===== config.mk =====
export PLATFORM = sky130hd
export DESIGN_NAME = step_clock_ctrl
export DESIGN_NICKNAME = d
export VERILOG_FILES = /design/src/rtl/step_ctrl_pkg.sv /design/src/rtl/button_debounce.sv /design/src/rtl/step_clock_ctrl.sv
export SDC_FILE = /design/constraint.sdc
export NUM_CORES = 1
export LEC_CHECK = 0
export BUFFER_PORTS_ARGS = -buffer_cell sky130_fd_sc_hd__clkbuf_2
export CAP_MARGIN = 25
export CORE_UTILIZATION = 50
export CTS_BUF_LIST = sky130_fd_sc_hd__clkbuf_2 sky130_fd_sc_hd__clkbuf_4 sky130_fd_sc_hd__clkbuf_8
export DETAILED_ROUTE_END_ITERATION = 7
export PLACE_DENSITY = 0.71
export SYNTH_ARGS = -nofsm -noshare
export SYNTH_HDL_FRONTEND = slang
export SYNTH_SLANG_ARGS = --single-unit

===== constraint.sdc =====
create_clock -name clk -period 2.9 [get_ports clk]
set_input_delay 0.145 -clock clk [delete_from_list [all_inputs] [get_ports clk]]
set_output_delay 0.145 -clock clk [all_outputs]
set_load 0.02 [all_outputs]

===== src/rtl/step_ctrl_pkg.sv =====
// Shared types for the step clock controller.
//   step_mode_t  : operator-selected mode, sampled when a press is accepted
//   step_state_t : controller FSM state
package step_ctrl_pkg;

  typedef enum logic [1:0] {
    MODE_STEP  = 2'b00,
    MODE_BURST = 2'b01,
    MODE_RUN   = 2'b10,
    MODE_HOLD  = 2'b11
  } step_mode_t;

  typedef enum logic [1:0] {
    IDLE  = 2'b00,
    STEP  = 2'b01,
    BURST = 2'b10,
    RUN   = 2'b11
  } step_state_t;

endpackage


===== src/rtl/button_debounce.sv =====
// Push-button conditioner: 2-flop synchronizer, stability counter, and a
// one-cycle press pulse on each debounced rising edge.
//   clk, reset : clock, async active-high reset
//   button     : raw asynchronous button level
//   press      : one-cycle pulse per accepted press (registered)
//   stable     : debounced button level
module button_debounce #(
  parameter int DEBOUNCE_CYCLES = 5000
) (
  input  logic clk,
  input  logic reset,
  input  logic button,
  output logic press,
  output logic stable
);

  localparam int CNT_W = $clog2(DEBOUNCE_CYCLES + 1);
  localparam logic [CNT_W-1:0] CNT_LAST = CNT_W'(DEBOUNCE_CYCLES - 1);

  if (DEBOUNCE_CYCLES < 1) begin : g_bad_cycles
    $error("DEBOUNCE_CYCLES must be >= 1");
  end

  logic [1:0]       sync_q, sync_d;
  logic [CNT_W-1:0] cnt_q, cnt_d;
  logic             stable_q, stable_d;
  logic             stable_prev_q, stable_prev_d;
  logic             press_q, press_d;

  always_ff @(posedge clk or posedge reset) begin
    if (reset) begin
      sync_q        <= '0;
      cnt_q         <= '0;
      stable_q      <= 1'b0;
      stable_prev_q <= 1'b0;
      press_q       <= 1'b0;
    end else begin
      sync_q        <= sync_d;
      cnt_q         <= cnt_d;
      stable_q      <= stable_d;
      stable_prev_q <= stable_prev_d;
      press_q       <= press_d;
    end
  end

  always_comb begin
    sync_d        = {sync_q[0], button};
    // Counter only advances while the synchronized level disagrees with the
    // accepted level; any agreement restarts the qualification window.
    cnt_d         = '0;
    stable_d      = stable_q;
    if (sync_q[1] != stable_q) begin
      if (cnt_q == CNT_LAST) stable_d = sync_q[1];
      else                   cnt_d    = cnt_q + 1'b1;
    end
    stable_prev_d = stable_q;
    // Edge detect on the registered level, so press lands one cycle after
    // stable rises; a held button can only produce one press.
    press_d       = stable_q & ~stable_prev_q;
  end

  assign press  = press_q;
  assign stable = stable_q;

endmodule


===== src/rtl/step_clock_ctrl.sv =====
// Execution-clock controller for the pipeline CPU. Turns debounced button
// presses into single-cycle step_en clock-enable pulses in single-step,
// N-step burst or free-run mode, and counts issued pulses.
//   clk, reset : clock, async active-high reset
//   button     : raw push-button level
//   mode       : 00 step, 01 burst, 10 run, 11 hold
//   burst_len  : pulse count for burst mode
//   halt       : synchronous stop request (level)
//   step_en    : registered one-cycle CPU clock enable
//   busy       : FSM not IDLE
//   ticks      : wrapping count of issued step_en pulses
module step_clock_ctrl
  import step_ctrl_pkg::*;
#(
  parameter int DEBOUNCE_CYCLES = 5000,
  parameter int RUN_DIV         = 50000,
  parameter int BURST_W         = 8,
  parameter int TICK_W          = 8
) (
  input  logic               clk,
  input  logic               reset,
  input  logic               button,
  input  logic [1:0]         mode,
  input  logic [BURST_W-1:0] burst_len,
  input  logic               halt,
  output logic               step_en,
  output logic               busy,
  output logic [TICK_W-1:0]  ticks
);

  localparam int DIV_W = $clog2(RUN_DIV + 1);
  localparam logic [DIV_W-1:0] DIV_RELOAD = DIV_W'(RUN_DIV - 1);

  if (RUN_DIV < 1) begin : g_bad_div
    $error("RUN_DIV must be >= 1");
  end

  logic press;
  logic unused_stable;

  button_debounce #(
    .DEBOUNCE_CYCLES(DEBOUNCE_CYCLES)
  ) u_debounce (
    .clk   (clk),
    .reset (reset),
    .button(button),
    .press (press),
    .stable(unused_stable)
  );

  step_state_t        state_q, state_d;
  logic [DIV_W-1:0]   div_q, div_d;
  logic [BURST_W-1:0] rem_q, rem_d;
  logic               step_en_q, step_en_d;
  logic [TICK_W-1:0]  ticks_q, ticks_d;
  logic               abort;

  // State register
  always_ff @(posedge clk or posedge reset) begin
    if (reset) begin
      state_q   <= IDLE;
      div_q     <= '0;
      rem_q     <= '0;
      step_en_q <= 1'b0;
      ticks_q   <= '0;
    end else begin
      state_q   <= state_d;
      div_q     <= div_d;
      rem_q     <= rem_d;
      step_en_q <= step_en_d;
      ticks_q   <= ticks_d;
    end
  end

  // Next state. The register contents describe the current cycle: in an
  // active state a pulse is on step_en exactly when div_q is 0.
  always_comb begin
    state_d = state_q;
    div_d   = div_q;
    rem_d   = rem_q;
    abort   = press | halt;
    case (state_q)
      IDLE: begin
        if (press && !halt) begin
          // First pulse lands in the very next cycle for every mode.
          div_d = '0;
          case (step_mode_t'(mode))
            MODE_STEP:  state_d = STEP;
            MODE_BURST: begin
              if (burst_len != '0) begin
                state_d = BURST;
                rem_d   = burst_len;
              end
            end
            MODE_RUN:   state_d = RUN;
            default:    ;
          endcase
        end
      end
      STEP: state_d = IDLE;
      BURST: begin
        // Abort is evaluated first so it also cancels the next due pulse.
        if (abort) begin
          state_d = IDLE;
        end else if (div_q == '0) begin
          rem_d = rem_q - 1'b1;
          div_d = DIV_RELOAD;
          if (rem_q == BURST_W'(1)) state_d = IDLE;
        end else begin
          div_d = div_q - 1'b1;
        end
      end
      RUN: begin
        if (abort)              state_d = IDLE;
        else if (div_q == '0)   div_d   = DIV_RELOAD;
        else                    div_d   = div_q - 1'b1;
      end
      default: state_d = IDLE;
    endcase
  end

  // Outputs. step_en is registered from the next-state view so it is high
  // in exactly the cycles where the FSM is active with a zero divider.
  always_comb begin
    step_en_d = (state_d != IDLE) && (div_d == '0);
    ticks_d   = ticks_q + TICK_W'(step_en_q);
    busy      = (state_q != IDLE);
  end

  assign step_en = step_en_q;
  assign ticks   = ticks_q;

endmodule


-- After elaboration in Yosys (flattened, before gate mapping)
Index checks and enable logic that the tools add are counted.
- add/subtract/negate cells: 4
- equality and inequality tests: 13
- muxes and demuxes: 20
- bitwise operators: 3
- reductions and logical operators: 14
- operators by type and width (operator ; number):
    16-bit two-way mux ; 3
    8-bit two-way mux ; 5
    16-bit logical NOT ; 2
    16-bit case mux with 2 select lines ; 1
    13-bit two-way mux ; 2
    8-bit case mux with 2 select lines ; 1
    16-bit by 1-bit subtractor with 16-bit output, second input constant ; 1
    13-bit by 1-bit adder with 13-bit output, second input constant ; 1
    13-bit == test, second input constant ; 1
    2-bit two-way mux ; 6
    8-bit by 1-bit adder with 8-bit output ; 1
    8-bit by 1-bit == test with 1-bit output, second input constant ; 1
    2-bit != test, second input constant ; 4
    2-bit case mux with 4 select lines ; 1
    8-bit nonzero test ; 1
    8-bit by 1-bit subtractor with 8-bit output, second input constant ; 1
    2-bit == test, second input constant ; 3
    2-bit case mux with 3 select lines ; 1
    6-bit AND reduction ; 1
    2-bit nonzero test ; 3
    2-bit by 1-bit == test with 1-bit output, second input constant ; 2
    2-bit logical NOT ; 2
    1-bit logical AND ; 2
    2-bit by 1-bit != test with 1-bit output, second input constant ; 1
    7 further kinds ; 7
- flip-flop bits (word level): 53
- input port bits: 14
- output and inout bits: 10
- word-level logic and storage cells: 64

-- Longest topological paths before layout
- depth in word-level cells: 7
- depth in mapped cells: 10
- depth with buffers taken out: 9

-- Modules after synthesis
A second synthesis with hierarchy kept.
- cell total of the unflattened synthesis: 305
- area total of the unflattened synthesis: 2901.5 um^2
- by module, submodules not included (module ; instances ; cells an instance ; area each (um^2) ; seq. area each (um^2)):
    step_clock_ctrl ; 1 ; 234 ; 2123.3 ; 875.8
    button_debounce ; 1 ; 71 ; 778.2 ; 450.4

-- Least setup slack after synthesis
No wires, ideal clock.
- kind: flip-flop to flip-flop
- start point: register div_q[0]
- end point: register step_en_q, in the netlist step_en
- library setup time: 120 ps
- data arrival time: 2482 ps
- data required time: 2780 ps
- setup slack: 298 ps
- stages on the path, launching flop included: 10
- cells stage by stage: dfrtp_1 inv_1 ha_1 or3b_2 or4_4 or4_1 nand2_1 nor4_1 o211a_1 and4_1
- cells in the longest elaborated chain, start to end: 6
- elaborated cells between the ends (all ways): 12
- classes of those cells: add/sub: 1; mux: 7; reduce/logical: 4
- RTL lines (what ; line ; source):
    from (decl) ; step_clock_ctrl.sv:52 ; logic [DIV_W-1:0] div_q, div_d;
    from (signal assigned) ; step_clock_ctrl.sv:68 ; div_q <= div_d;
    16-bit by 1-bit subtractor with 16-bit output or 16-bit logical NOT (tied branches) ; - ;
    16-bit two-way mux or 2-bit two-way mux (tied branches) ; step_clock_ctrl.sv:105, step_clock_ctrl.sv:115 ;
    16-bit two-way mux or 2-bit two-way mux (tied branches) ; step_clock_ctrl.sv:103 ; if (abort) begin
    16-bit case mux with 2 select lines or 2-bit case mux with 4 select lines (tied branches) ; step_clock_ctrl.sv:82 ; case (state_q)
    16-bit logical NOT or 2-bit nonzero test (tied branches) ; step_clock_ctrl.sv:125 ; step_en_d = (state_d != IDLE) && (div_d == '0);
    1-bit logical AND (*) ; step_clock_ctrl.sv:125 ;
    net step_en_d ; step_clock_ctrl.sv:54 ; logic step_en_q, step_en_d;
    to (signal assigned) ; step_clock_ctrl.sv:70 ; step_en_q <= step_en_d;
    to (decl) ; step_clock_ctrl.sv:54 ;
The timed path passes the listed nets; every way through them passes the cells marked *.
A chain may end at the register's enable or synchronous reset.

-- Worst setup path after layout
- start point: register div_q[1]
- end point: register step_en_q, in the netlist step_en
- cells in the longest elaborated chain, start to end: 6
- elaborated cells between the ends (all ways): 12
- classes of those cells: add/sub: 1; mux: 7; reduce/logical: 4
- RTL lines (what ; line):
    16-bit by 1-bit subtractor with 16-bit output or 16-bit logical NOT (tied branches) ; -
    16-bit two-way mux (*) ; step_clock_ctrl.sv:105, step_clock_ctrl.sv:115
    16-bit two-way mux (*) ; step_clock_ctrl.sv:103
    16-bit case mux with 2 select lines (*) ; step_clock_ctrl.sv:82
    net div_d[7] ; step_clock_ctrl.sv:52
    16-bit logical NOT (*) ; step_clock_ctrl.sv:125
    1-bit logical AND (*) ; step_clock_ctrl.sv:125
    net step_en_d ; step_clock_ctrl.sv:54
Marked as above.

==> impl_metrics.json <==
{
  "run_status": "finished, final reports clean",
  "top_library_cells_by_usage_in_the_layout_fill_and_taps_aside": "dfrtp_1, nor2_1, clkbuf_2",
  "max_clock_freq_ghz": 0.362,
  "floorplan.initialDensity_pct": 53.3,
  "drt-met1-wl_um": 2760,
  "antenna_found_initial": 0,
  "htree_levels": 2,
  "postPlaceCellArea_um2": 3040,
  "critPathKind": "reg2reg",
  "io_pins": 24,
  "core_area_um2": 5240,
  "synth.cell_area_um2": 2790,
  "worstPathArrival_ns": 3.02,
  "synth.yosys.seq_area_share_pct": 47.5,
  "synth.distinct_cells": 52,
  "synth_async_sr_flop_share_pct": 100,
  "antenna_cells_inserted": 0,
  "design.final.nets": 353,
  "finalHoldWorstSlack_ns": 0.130,
  "clock_path_buffers": 2,
  "vdd_drop_max_uv": 248,
  "die_height_um": 76.7,
  "timing.final.crit_period_ns": 2.77,
  "setup-tns-final_ns": 0,
  "worst_path_clk_slew_ns": 0.09,
  "most_frequent_standard_cell_in_the_layout_excluding_fill_and_tap_cells": "dfrtp_1",
  "buffer_ports.inserted": 23,
  "syn-instance-count": 299,
  "cts_made_buffers": 5,
  "p_per_area_nw_per_um2": 492,
  "wl_per_cell_um": 14.5,
  "synth_warnings": 0,
  "min-delay-path-class": "in2reg",
  "cts.root.buffer_cell": "clkbuf_8",
  "minimum_setup_slack_in_the_final_design_ns": 0.134,
  "synthesis.area_per_instance_um2": 9.34,
  "post-route-period-util_pct": 95.4,
  "grt.overflow.total": 0,
  "residual_drc_count": 0,
  "gp_routability_congestion": 0.988,
  "drv_cap": 0,
  "stdcell_area_um2": 3190,
  "drt-pass1-iter-count": 4,
  "dpl_worst_slack_ns": 0.116,
  "drive_gt1_share_pct": 16.8,
  "max-slew-margin-rel_pct": 56.3,
  "routed-via-count": 2317,
  "fillers": 460,
  "first_pass_grt_wire_length_um": 10200,
  "largest_net_degree_at_the_start_of_global_routing": 44,
  "met3WireLength_um": 356,
  "critical_path_source_type": "register",
  "detailed_place_hpwl_um": 4270,
  "worstMarginPinSlew_ns": 0.656,
  "drt_iter0_drc": 220,
  "worstSetupEndpointType": "register",
  "grt_pass1_vias": 2156,
  "grt_use_total_pct": 22.3,
  "die_x_um": 76.7,
  "mappedNetlistNets": 320,
  "final.setup_skew_ns": 0.00648,
  "postRouteAntennaNets": 0,
  "synth.ff_latch_count": 53,
  "topRoutingLayerUsed": "met4",
  "detailroute.wirelength.met2_um": 2660,
  "clock_latency_ns": 0.31,
  "worst_ep_required_time_ns": 3.15,
  "rsz0062_at_grt": "false",
  "drt_wl_total_um": 5850,
  "average_vias_per_placed_instance": 5.75,
  "area.growth.synth_to_final_pct": 14.3,
  "hold_viol": 0,
  "die_area_um2": 5890,
  "placementRows": 26,
  "synth-edff-count": 0,
  "finalCoreUtilization_pct": 60.9,
  "setup_viol": 0,
  "numClockSinks": 53,
  "tritoncts": "done",
  "total_leakage_power_nw": 1.50,
  "path_max_fanout": 6,
  "synthFlopType": "dfrtp_1",
  "drv_slew": 0
}
synth_stat cells (7+ instances only):
| master | n | area [um^2] |
|---|---|---|
| inv_1 | 12 | 45.0 |
| o21ai_1 | 8 | 40.0 |
| clkbuf_1 | 9 | 33.8 |
| ha_1 | 7 | 87.6 |
| nand3_1 | 13 | 65.1 |
| o21ai_0 | 16 | 80.1 |
| nand2_1 | 16 | 60.1 |
| nor4_1 | 12 | 75.1 |
| a21oi_1 | 13 | 65.1 |
| xnor2_1 | 8 | 70.1 |
| nor2_1 | 42 | 158 |
| dfrtp_1 | 53 | 1330 |
| xor2_1 | 11 | 96.3 |
| nor3_1 | 13 | 65.1 |
power by group:
| group | internal [W] | switching [W] | total (W) | leakage, nW |
|---|---|---|---|---|
| Sequential | 0.000765 | 0.0000285 | 0.000794 | 0.723 |
| Clock | 0.000291 | 0.000235 | 0.000525 | 0.0619 |
| Combinational | 0.000107 | 0.000144 | 0.000251 | 0.712 |
| Total | 0.00116 | 0.000407 | 0.00157 | 1.50 |
worst max-delay path, cell delays in order, from the launching register on:
cell,delay (ns)
dfrtp_1,0.43
inv_1,0.10
ha_1,0.15
or3b_2,0.47
or4_4,0.59
o21ai_4,0.23
buf_4,0.14
nor3_1,0.04
a211o_1,0.29
nor2_1,0.08
and4_1,0.19
metal layers:
layer  global-route usage (%)  up-vias
li1                         -     1158
met1                     30.7     1083
met2                     34.8       70
met3                     4.64        6
met4                     7.69        0
met5                        0        -
cell type report:
cell class,count,area [um^2],area share (%)
Multi-Input combinational cell,223,1380,43.1
Sequential cell,53,1330,41.6
Timing Repair Buffer,37,238,7.45
Clock buffer,7,90.1,2.82
Tap cell,70,87.6,2.74
Clock inverter,1,30.0,0.941
Inverter,12,45.0,1.41
cell families (layout without fill, tap and decap cells):
logic type	count (synthesis)	count (layout)	synth area share, %
simple gates	125	125	22.9
compound gates	70	70	16.3
flops	53	53	47.5
buf+inv	23	57	3.40
xor+xnor	19	19	5.96
fa+ha+maj	7	7	3.14
mux	2	2	0.806
stage by stage:
stage | std cells | total power [W]
global placement | 391 | 0.00104
floorplan | 299 | 0.000969
detailed placement | 392 | 0.00105
CTS | 402 | 0.00158
finish | 403 | 0.00157
global route | 403 | 0.00165
registers in the layout, summed over array words and instances, names as in the netlist:
signal / flops
u_debounce.stable: 1
u_debounce.cnt_q: 13
step_en: 1
u_debounce.press: 1
state_q: 2
u_debounce.sync_q: 2
div_q: 16
ticks: 8
rem_q: 8
u_debounce.stable_prev_q: 1
worst paths after layout:
check / start / end / slack, ns / cells after the start
worst max-delay path: div_q[1] / step_en / 0.13 / 10
worst min-delay path: burst_len[3] / rem_q[3] / 0.13 / 3
worst max register to register: div_q[1] / step_en / 0.13 / 10
worst min register to register: u_debounce.sync_q[0] / u_debounce.sync_q[1] / 0.36 / 0
max in group asynchronous: reset / u_debounce.cnt_q[12] / 2.13 / 4
min in group asynchronous: reset / u_debounce.cnt_q[0] / 0.28 / 3
timing repair:
action                                  CTS  global route
setup buffers                             0             1
hold endpoints to repair                 11             0
hold buffers                              2             0
endpoints found under the setup margin    0             1
resized for setup                         0             2
Power figures use the tool's default switching activity.
